File: config.mk
export PLATFORM = sky130hd
export DESIGN_NAME = tv80_reg_wb_flat
export DESIGN_NICKNAME = d
export VERILOG_FILES = /design/src/rtl/tv80_reg_wb_if.sv /design/src/rtl/tv80_reg_wb.sv /design/src/flat_wrapper.sv
export SDC_FILE = /design/constraint.sdc
export NUM_CORES = 1
export LEC_CHECK = 0
export BUFFER_PORTS_ARGS = -buffer_cell sky130_fd_sc_hd__buf_4
export CAP_MARGIN = 0
export CORE_MARGIN = 4
export CORE_UTILIZATION = 45
export DETAILED_ROUTE_END_ITERATION = 7
export GPL_ROUTABILITY_DRIVEN = 0
export GPL_TIMING_DRIVEN = 1
export MAX_ROUTING_LAYER = met4
export PLACE_DENSITY = 0.8
export SLEW_MARGIN = 15
export SYNTH_ARGS = -nofsm -noshare
export SYNTH_HDL_FRONTEND = slang
export SYNTH_SLANG_ARGS = --single-unit
export TNS_END_PERCENT = 30
File: constraint.sdc
create_clock -name clk -period 4.3 [get_ports clk]
set_clock_uncertainty 0.2 [all_clocks]
set_input_delay 0.86 -clock clk [delete_from_list [all_inputs] [get_ports clk]]
set_output_delay 0.86 -clock clk [all_outputs]
set_load 0.05 [all_outputs]
File: src/rtl/tv80_reg_wb_if.sv
// tv80_reg_wb_if: write-request channel from the core datapath into the
// tv80 register write-back queue.
//   wr_valid / wr_ready : request handshake (accept = valid & ready at posedge)
//   wr_addr             : target register pair
//   wr_dh / wr_dl       : high / low byte data
//   wr_weh / wr_wel     : high / low byte write enables
// master = core datapath, slave = write-back queue.
interface tv80_reg_wb_if;
  logic       wr_valid;
  logic       wr_ready;
  logic [2:0] wr_addr;
  logic [7:0] wr_dh;
  logic [7:0] wr_dl;
  logic       wr_weh;
  logic       wr_wel;

  modport master (
    output wr_valid, wr_addr, wr_dh, wr_dl, wr_weh, wr_wel,
    input  wr_ready
  );

  modport slave (
    input  wr_valid, wr_addr, wr_dh, wr_dl, wr_weh, wr_wel,
    output wr_ready
  );
endinterface

File: src/rtl/tv80_reg_wb.sv
// tv80_reg_wb: write-back queue in front of the tv80 register file
// (8 x 16-bit pairs, split H/L bytes, port A shared between write and read).
// Register-pair writes are buffered, retired into port A whenever the core
// does not need it, and pending bytes are checked against read ports B/C.
//
// Parameters:
//   DEPTH     queue entries, 2 or 4
// Ports:
//   clk, reset_n            clock, synchronous active-low reset
//   cen                     core clock enable (to rf_cen, gates retirement)
//   wr                      write-request channel (tv80_reg_wb_if.slave)
//   rd_a_req, rd_addr_a     core claims port A for a read at rd_addr_a
//   addr_b, addr_c          read addresses of ports B and C
//   rf_dob*/rf_doc*         raw register-file read data
//   rf_addr_a, rf_dih/dil,
//   rf_weh/wel, rf_cen      register-file port A / enable
//   dob, doc                port B/C data {H,L} to the core
//   hazard_b, hazard_c      port reads a byte with a pending write
//   wb_empty, wb_count      queue status
// Configuration macro:
//   TV80_WB_BYPASS_EN       forward pending bytes onto dob/doc instead of
//                           raising hazard_b/hazard_c
module tv80_reg_wb #(
  parameter int unsigned DEPTH = 2
) (
  input  logic               clk,
  input  logic               reset_n,
  input  logic               cen,
  tv80_reg_wb_if.slave       wr,
  input  logic               rd_a_req,
  input  logic [2:0]         rd_addr_a,
  input  logic [2:0]         addr_b,
  input  logic [2:0]         addr_c,
  input  logic [7:0]         rf_dobh,
  input  logic [7:0]         rf_dobl,
  input  logic [7:0]         rf_doch,
  input  logic [7:0]         rf_docl,
  output logic [2:0]         rf_addr_a,
  output logic [7:0]         rf_dih,
  output logic [7:0]         rf_dil,
  output logic               rf_weh,
  output logic               rf_wel,
  output logic               rf_cen,
  output logic [15:0]        dob,
  output logic [15:0]        doc,
  output logic               hazard_b,
  output logic               hazard_c,
  output logic               wb_empty,
  output logic [2:0]         wb_count
);

  localparam int unsigned PW      = (DEPTH > 2) ? 2 : 1;
  localparam logic [2:0]  DEPTH_C = 3'(DEPTH);

  logic [2:0]    addr_q [DEPTH];
  logic [7:0]    dh_q   [DEPTH];
  logic [7:0]    dl_q   [DEPTH];
  logic          weh_q  [DEPTH];
  logic          wel_q  [DEPTH];

  logic [PW-1:0] wr_ptr_q, wr_ptr_d;
  logic [PW-1:0] rd_ptr_q, rd_ptr_d;
  logic [2:0]    count_q,  count_d;

  logic          accept;
  logic          push;
  logic          pop;

  logic [PW-1:0] idx;
  logic          hit_bh, hit_bl, hit_ch, hit_cl;
`ifdef TV80_WB_BYPASS_EN
  logic [7:0]    fwd_bh, fwd_bl, fwd_ch, fwd_cl;
`endif

  assign wr.wr_ready = (count_q < DEPTH_C);
  assign accept      = wr.wr_valid & wr.wr_ready;
  // Requests with no byte enabled are handshaken but never stored.
  assign push        = accept & (wr.wr_weh | wr.wr_wel);
  // Retirement is suppressed during reset so discarded entries never reach
  // the register file on the reset edge.
  assign pop         = reset_n & (count_q != 3'd0) & cen & ~rd_a_req;

  always_comb begin
    wr_ptr_d = wr_ptr_q;
    rd_ptr_d = rd_ptr_q;
    count_d  = count_q;
    if (push) wr_ptr_d = wr_ptr_q + PW'(1);
    if (pop)  rd_ptr_d = rd_ptr_q + PW'(1);
    case ({push, pop})
      2'b10:   count_d = count_q + 3'd1;
      2'b01:   count_d = count_q - 3'd1;
      default: count_d = count_q;
    endcase
  end

  always_ff @(posedge clk) begin
    if (!reset_n) begin
      wr_ptr_q <= '0;
      rd_ptr_q <= '0;
      count_q  <= '0;
    end else begin
      wr_ptr_q <= wr_ptr_d;
      rd_ptr_q <= rd_ptr_d;
      count_q  <= count_d;
    end
  end

  // Entry payload needs no reset: occupancy is tracked by count_q alone.
  always_ff @(posedge clk) begin
    if (reset_n && push) begin
      addr_q[wr_ptr_q] <= wr.wr_addr;
      dh_q[wr_ptr_q]   <= wr.wr_dh;
      dl_q[wr_ptr_q]   <= wr.wr_dl;
      weh_q[wr_ptr_q]  <= wr.wr_weh;
      wel_q[wr_ptr_q]  <= wr.wr_wel;
    end
  end

  assign rf_cen    = cen;
  assign rf_addr_a = pop ? addr_q[rd_ptr_q] : rd_addr_a;
  assign rf_dih    = dh_q[rd_ptr_q];
  assign rf_dil    = dl_q[rd_ptr_q];
  assign rf_weh    = pop & weh_q[rd_ptr_q];
  assign rf_wel    = pop & wel_q[rd_ptr_q];
  assign wb_empty  = (count_q == 3'd0);
  assign wb_count  = count_q;

  // Scan occupied entries oldest to youngest; a later hit overwrites an
  // earlier one so the youngest pending write wins per byte lane. The head
  // entry is included even while it retires, as the rf is not yet updated.
  always_comb begin
    idx    = '0;
    hit_bh = 1'b0;
    hit_bl = 1'b0;
    hit_ch = 1'b0;
    hit_cl = 1'b0;
`ifdef TV80_WB_BYPASS_EN
    fwd_bh = '0;
    fwd_bl = '0;
    fwd_ch = '0;
    fwd_cl = '0;
`endif
    for (int unsigned i = 0; i < DEPTH; i++) begin
      idx = rd_ptr_q + PW'(i);
      if (i < 32'(count_q)) begin
        if (addr_q[idx] == addr_b && weh_q[idx]) begin
          hit_bh = 1'b1;
`ifdef TV80_WB_BYPASS_EN
          fwd_bh = dh_q[idx];
`endif
        end
        if (addr_q[idx] == addr_b && wel_q[idx]) begin
          hit_bl = 1'b1;
`ifdef TV80_WB_BYPASS_EN
          fwd_bl = dl_q[idx];
`endif
        end
        if (addr_q[idx] == addr_c && weh_q[idx]) begin
          hit_ch = 1'b1;
`ifdef TV80_WB_BYPASS_EN
          fwd_ch = dh_q[idx];
`endif
        end
        if (addr_q[idx] == addr_c && wel_q[idx]) begin
          hit_cl = 1'b1;
`ifdef TV80_WB_BYPASS_EN
          fwd_cl = dl_q[idx];
`endif
        end
      end
    end
  end

`ifdef TV80_WB_BYPASS_EN
  assign dob      = {hit_bh ? fwd_bh : rf_dobh, hit_bl ? fwd_bl : rf_dobl};
  assign doc      = {hit_ch ? fwd_ch : rf_doch, hit_cl ? fwd_cl : rf_docl};
  assign hazard_b = 1'b0;
  assign hazard_c = 1'b0;
`else
  assign dob      = {rf_dobh, rf_dobl};
  assign doc      = {rf_doch, rf_docl};
  assign hazard_b = hit_bh | hit_bl;
  assign hazard_c = hit_ch | hit_cl;
`endif

endmodule

File: src/flat_wrapper.sv
// flat-port wrapper written by rule: the top's interface ports become plain ports
module tv80_reg_wb_flat 
#(
  parameter int unsigned DEPTH = 2
)
  (clk, reset_n, cen, rd_a_req, rd_addr_a, addr_b, addr_c, rf_dobh, rf_dobl, rf_doch, rf_docl, rf_addr_a, rf_dih, rf_dil, rf_weh, rf_wel, rf_cen, dob, doc, hazard_b, hazard_c, wb_empty, wb_count, wr_wr_valid, wr_wr_addr, wr_wr_dh, wr_wr_dl, wr_wr_weh, wr_wr_wel, wr_wr_ready);
  tv80_reg_wb_if wr_i ();
  input  logic clk;
  input  logic reset_n;
  input  logic cen;
  input  logic rd_a_req;
  input  logic [2:0] rd_addr_a;
  input  logic [2:0] addr_b;
  input  logic [2:0] addr_c;
  input  logic [7:0] rf_dobh;
  input  logic [7:0] rf_dobl;
  input  logic [7:0] rf_doch;
  input  logic [7:0] rf_docl;
  output logic [2:0] rf_addr_a;
  output logic [7:0] rf_dih;
  output logic [7:0] rf_dil;
  output logic rf_weh;
  output logic rf_wel;
  output logic rf_cen;
  output logic [15:0] dob;
  output logic [15:0] doc;
  output logic hazard_b;
  output logic hazard_c;
  output logic wb_empty;
  output logic [2:0] wb_count;
  input wire logic [$bits(wr_i.wr_valid)-1:0] wr_wr_valid;
  input wire logic [$bits(wr_i.wr_addr)-1:0] wr_wr_addr;
  input wire logic [$bits(wr_i.wr_dh)-1:0] wr_wr_dh;
  input wire logic [$bits(wr_i.wr_dl)-1:0] wr_wr_dl;
  input wire logic [$bits(wr_i.wr_weh)-1:0] wr_wr_weh;
  input wire logic [$bits(wr_i.wr_wel)-1:0] wr_wr_wel;
  output wire logic [$bits(wr_i.wr_ready)-1:0] wr_wr_ready;
  assign wr_i.wr_valid = wr_wr_valid;
  assign wr_i.wr_addr = wr_wr_addr;
  assign wr_i.wr_dh = wr_wr_dh;
  assign wr_i.wr_dl = wr_wr_dl;
  assign wr_i.wr_weh = wr_wr_weh;
  assign wr_i.wr_wel = wr_wr_wel;
  assign wr_wr_ready = wr_i.wr_ready;
  tv80_reg_wb #(.DEPTH(DEPTH)) u_core (.clk(clk), .reset_n(reset_n), .cen(cen), .wr(wr_i), .rd_a_req(rd_a_req), .rd_addr_a(rd_addr_a), .addr_b(addr_b), .addr_c(addr_c), .rf_dobh(rf_dobh), .rf_dobl(rf_dobl), .rf_doch(rf_doch), .rf_docl(rf_docl), .rf_addr_a(rf_addr_a), .rf_dih(rf_dih), .rf_dil(rf_dil), .rf_weh(rf_weh), .rf_wel(rf_wel), .rf_cen(rf_cen), .dob(dob), .doc(doc), .hazard_b(hazard_b), .hazard_c(hazard_c), .wb_empty(wb_empty), .wb_count(wb_count));
endmodule
==> flow_summary.toml, run 1 <==
[route]
drtIter0Drc = 51
first_pass_iters = 4
vias = 1362
via_per_inst = 4.86
wirelength_um = 4060
ant_nets = 0
drcViolationCount = 0
wl_per_cell_um = 14.5

[placement]
placed_area_mm2 = 0.00266
place_inst = 273
place_ws_ns = 1.36
dpl.hpwl_um = 3010
port_buffers = 63

[yosys]
syn-instance-count = 176
yosysUniqueCellTypes = 23
syn_area_mm2 = 0.00237
synth_warnings = 0
synth-seq-cells = 48
synth_area_per_cell_um2 = 13.5
synth.net_count = 247
seq_area_frac_synth = 0.582

[setup_path]
setup.worst_path.end_class = "output pin"
r2r_cells = 8
crit_top_cell = "ha_1"
start_kind = "register"
required_ns = 3.24
cp_max_fo = 10
max_stage_delay_ns = 0.46
slowest_stage = "and4bb_2"
path_class = "reg2out"
crit_arrival_ns = 2.04
path_cells = "inv_1, ha_1, ha_1, and4bb_2, nor2_1, a21oi_1, buf_4"

[floorplan]
initial_utilization = 0.464
rows = 26
die_w_um = 80.6
die_area_mm2 = 0.00650
boundaryPins = 128
core_mm2 = 0.00511
fp.dieH_um = 80.6

[sta]
setup_viol = 0
slew-limit-headroom = 0.332
fin_crit_ns = 3.10
drv_slew = 0
final_hold_viol_count = 0
fmax_mhz = 323
rsz0062_at_grt = "false"
worst_pin_slew_ns = 1.00
fin_hold_ws_ns = 0.432
timing.setup.tns_ns = 0
layout_setup_ws_ns = 1.20
finalCritPeriodShare = 0.720

[cells_and_area]
area_delta_synth_final_pct = 15.6
fin_area_mm2 = 0.00274
num-nets-final = 281
final_util = 0.537
drive_gt1_frac = 0.443
fill_cells = 422
stdcell_count = 280
diodes = 0

[global_routing]
antenna_found_initial = 0
grt_start_max_net_pins = 22
grt_pass1_wl_um = 6410
grt_use_total = 0.136
grt.overflow.total = 0
grt_pass1_vias = 1354

[clock_network]
cts_hold_buf = 0
cts_buffers = 5
h-tree-depth = 2
ctsResizeCount = 0
cts_tree = "yes"
clk_pin_slew_worst_paths_ns = 0.08
clock-sinks = 48
clk_latency_ns = 0.29
post_cts_buffers = 0
clockBufferDepth = 2
cts_root_buf = "clkbuf_8"

[run_status]
outcome = "complete, no violations"

[power_and_ir_drop]
leakage_nw = 1.05
p_per_area_mw_per_mm2 = 382
ir_drop_mv = 0.266
power_mw = 1.05

[worst_hold_path]
whs_path_depth = 2
hold_path.class = "reg2reg"

[flow_run]
cap_viol_max_count = 0
-- cell usage after synthesis --
library cell	instances	area (um2)
ha_1	4	50.1
edfxtp_1	42	1260
nor2b_1	3	18.8
mux2i_2	3	41.3
a21oi_1	7	35.0
buf_2	1	5.00
and3_1	1	6.26
mux2_2	16	180
a211oi_1	1	7.51
mux2i_1	5	50.1
nand4_1	4	25.0
and4bb_2	1	12.5
nor3_1	4	20.0
inv_1	4	15.0
xnor2_1	2	17.5
o21ai_0	4	20.0
nand2_1	2	7.51
buf_6	2	22.5
xor2_1	14	123
and2_1	6	37.5
nor2_1	9	33.8
dfxtp_1	6	120
buf_4	35	263
-- worst max-delay path: cells and delay by family (launching register included) --
family	cells	cell delay, ns
buffers and inverters	2	0.28
DFF	1	0.45
and+or+nand+nor	2	0.53
AOI/OAI and AO/OA	1	0.12
adders and majority gates	2	0.37
-- final timing paths --
check | startpoint | to | slack (ns)
setup / recovery | u_core.wb_count[1] | rf_addr_a[1] | 1.20
hold / removal | u_core.wr_ptr_q | u_core.wr_ptr_q | 0.43
setup reg to reg | u_core.wb_count[1] | u_core.wb_count[2] | 1.91
hold reg to reg | u_core.wr_ptr_q | u_core.wr_ptr_q | 0.43
-- cell type report --
type	instances	area (um2)	share of cell area
repair buffers	65	488	0.178
clock buffers	5	68.8	0.0251
clock inverters	2	12.5	0.00456
well taps	70	87.6	0.0319
inverters	4	15.0	0.00548
multi-input cells	86	688	0.251
flip-flops and latches	48	1380	0.504
-- flip-flops by register name (all words and copies together), names as in the netlist, named ones only --
register / cells
u_core.rd_ptr_q: 1
u_core.addr_q: 6
u_core.dh_q: 16
u_core.wb_count: 3
u_core.wr_ptr_q: 1
u_core.weh_q: 2
u_core.dl_q: 16
u_core.wel_q: 2
-- cells by family after synthesis --
logic type,synth area share
AO/OA/AOI/OAI,0.0264
XOR/XNOR,0.0591
adder cells (fa/ha/maj),0.0211
buffers and inverters,0.129
flip-flops,0.582
multiplexers,0.114
AND/OR/NAND/NOR,0.0680
-- layer usage --
metal  wire length (um)  global-route usage  share of wire
met1               1650               0.153           0.41
met4                 81              0.0625          0.020
met2               2000               0.226           0.49
met5                  0                   -              0
met3                327              0.0370          0.081
-- where the power goes --
group / total, mW / switching, mW / internal [mW]
sequential: 0.549 / 0.0153 / 0.534
clock: 0.245 / 0.135 / 0.110
combinational: 0.254 / 0.159 / 0.0958
total: 1.05 / 0.309 / 0.740
-- layout by cell type (no fill, tap or decap), types with 5 or more instances in the layout --
cell type	count
mux2_2	16
clkbuf_8	5
a21oi_1	7
edfxtp_1	42
dfxtp_1	6
buf_4	65
mux2i_1	5
and2_1	6
nor2_1	8
xor2_1	14
Power figures use the tool's default switching activity.
==> inputs of run 2 (changes only) <==
==> constraint.sdc (replaced) <==
create_clock -name clk -period 3.1 [get_ports clk]
set_clock_uncertainty 0.2 [all_clocks]
set_input_delay 0.62 -clock clk [delete_from_list [all_inputs] [get_ports clk]]
set_output_delay 0.62 -clock clk [all_outputs]
set_load 0.05 [all_outputs]
==> flow_summary.toml, run 2 (same netlist as run 1, synthesis figures left out) <==
[run_status]
outcome = "complete, no violations"

[setup_path]
r2r_end = "u_core.wb_count[2]"
ff2ff_setup_slack_ns = 0.83
required_ns = 2.28
worst-path-stages = 6
crit_path_end = "hazard_c"
critPathTopFamily = "buffers and inverters"
cp_max_fo = 20
path_cells = "buf_4, nor3_1, a21oi_1, nand4_1, a21oi_1, buf_4"
crit_arrival_ns = 1.94
r2r_start = "u_core.wb_count[1]"
slowest_stage = "dfxtp_1"
max_stage_delay_ns = 0.47
r2r_cells = 8
path_class = "reg2out"
crit_buf_inv = 2
start_kind = "register"
setup.worst_path.end_class = "output pin"

[worst_hold_path]
whs_path_depth = 1
hold_path.class = "in2reg"

[placement]
place_inst = 274
dpl.hpwl_um = 3120
port_buffers = 63
place_ws_ns = 0.661
placed_area_mm2 = 0.00269

[floorplan]
fp.dieH_um = 80.6
die_area_mm2 = 0.00650
core_mm2 = 0.00511
rows = 26
initial_utilization = 0.464
boundaryPins = 128
die_w_um = 80.6

[route]
first_pass_iters = 4
drcViolationCount = 0
via_per_inst = 4.86
vias = 1370
drtIter0Drc = 21
ant_nets = 0
wl_per_cell_um = 14.5
wirelength_um = 4080

[clock_network]
clk_pin_slew_worst_paths_ns = 0.08
post_cts_buffers = 0
cts_buffers = 5
clock-sinks = 48
cts_tree = "yes"
clockBufferDepth = 2
clk_latency_ns = 0.29
cts_root_buf = "clkbuf_8"
cts_hold_buf = 0
h-tree-depth = 2
ctsResizeCount = 0

[global_routing]
grt_use_total = 0.136
grt_pass1_wl_um = 6370
antenna_found_initial = 0
grt.overflow.total = 0
grt_start_max_net_pins = 21
grt_pass1_vias = 1406

[cells_and_area]
diodes = 0
fill_cells = 451
largestRegisters = "u_core.dh_q x16, u_core.dl_q x16, u_core.addr_q x6"
drive_gt1_frac = 0.481
final-seq-area_mm2 = 0.00138
num-nets-final = 282
final_cell_mix = "buf_4 (66), edfxtp_1 (42), mux2_2 (16)"
final_common_cell = "buf_4"
fin_area_mm2 = 0.00285
multi_input_area_um2 = 704
stdcell_count = 282
area_delta_synth_final_pct = 19.9
final_util = 0.557

[sta]
fin_hold_ws_ns = 0.309
slew-limit-headroom = 0.681
timing.setup.tns_ns = 0
setup_viol = 0
layout_setup_ws_ns = 0.344
rsz0062_at_grt = "false"
fin_crit_ns = 2.76
final_hold_viol_count = 0
worst_pin_slew_ns = 0.475
fmax_mhz = 363
finalCritPeriodShare = 0.889
drv_slew = 0

[flow_run]
cap_viol_max_count = 0

[power_and_ir_drop]
power_mw = 1.71
power.share.clock = 0.346
p_sw_frac = 0.253
ir_drop_mv = 0.328
switchingPower_uw = 434
internal-power_mw = 1.28
combinationalPowerShare = 0.209
p_per_area_mw_per_mm2 = 602
p_seq_frac = 0.445
leakage_nw = 1.09
## run 2: cell count changes in the layout (fill, tap and decap cells not counted), sizes merged
cell      delta
bufinv       +3
buf          +1
clkinv       -1
clkinvlp     -1
## run 2: layer usage
| layer | GRT usage | up-vias | part of all wire |
|---|---|---|---|
| met2 | 0.242 | 61 | 0.52 |
| met3 | 0.0448 | 12 | 0.082 |
| li1 | - | 657 | - |
| met4 | 0.0541 | 0 | 0.018 |
| met1 | 0.138 | 640 | 0.38 |
| met5 | - | - | 0 |
## run 2: worst reg2reg max path, stage by stage (launching register included)
cell,delay (ns)
dfxtp_2,0.39
inv_1,0.05
ha_1,0.17
ha_1,0.18
and4bb_2,0.44
ha_1,0.33
o21ai_0,0.16
o21ai_0,0.09
and2_1,0.15
## run 2: worst min-delay path by stage
stage                    start                   to  slack (ns)
2_1_floorplan  u_core.wr_ptr_q      u_core.wr_ptr_q        0.37
3_3_place_gp   u_core.wr_ptr_q  u_core.addr_q[0][2]        0.38
3_5_place_dp   u_core.wr_ptr_q  u_core.addr_q[0][2]        0.39
4_1_cts            wr_wr_dh[6]    u_core.dh_q[0][6]        0.30
5_1_grt            wr_wr_dl[4]    u_core.dl_q[0][4]        0.29
6_report           wr_wr_dh[6]    u_core.dh_q[0][6]        0.31
## run 2: area by class of cell
type / count / share of cell area
Sequential cell: 48 / 0.486
Timing Repair Buffer: 66 / 0.174
Clock inverter: 3 / 0.0317
Clock buffer: 5 / 0.0242
Tap cell: 70 / 0.0308
Multi-Input combinational cell: 86 / 0.248
Inverter: 4 / 0.00528
## run 2: power groups by stage
stage / Sequential (mW) / Combinational, mW / Clock (mW)
after floorplan: 0.789 / 0.343 / 0
after global placement: 0.775 / 0.358 / 0
after detailed placement: 0.777 / 0.362 / 0
after CTS: 0.762 / 0.364 / 0.605
after global routing: 0.766 / 0.384 / 0.643
final: 0.761 / 0.358 / 0.593
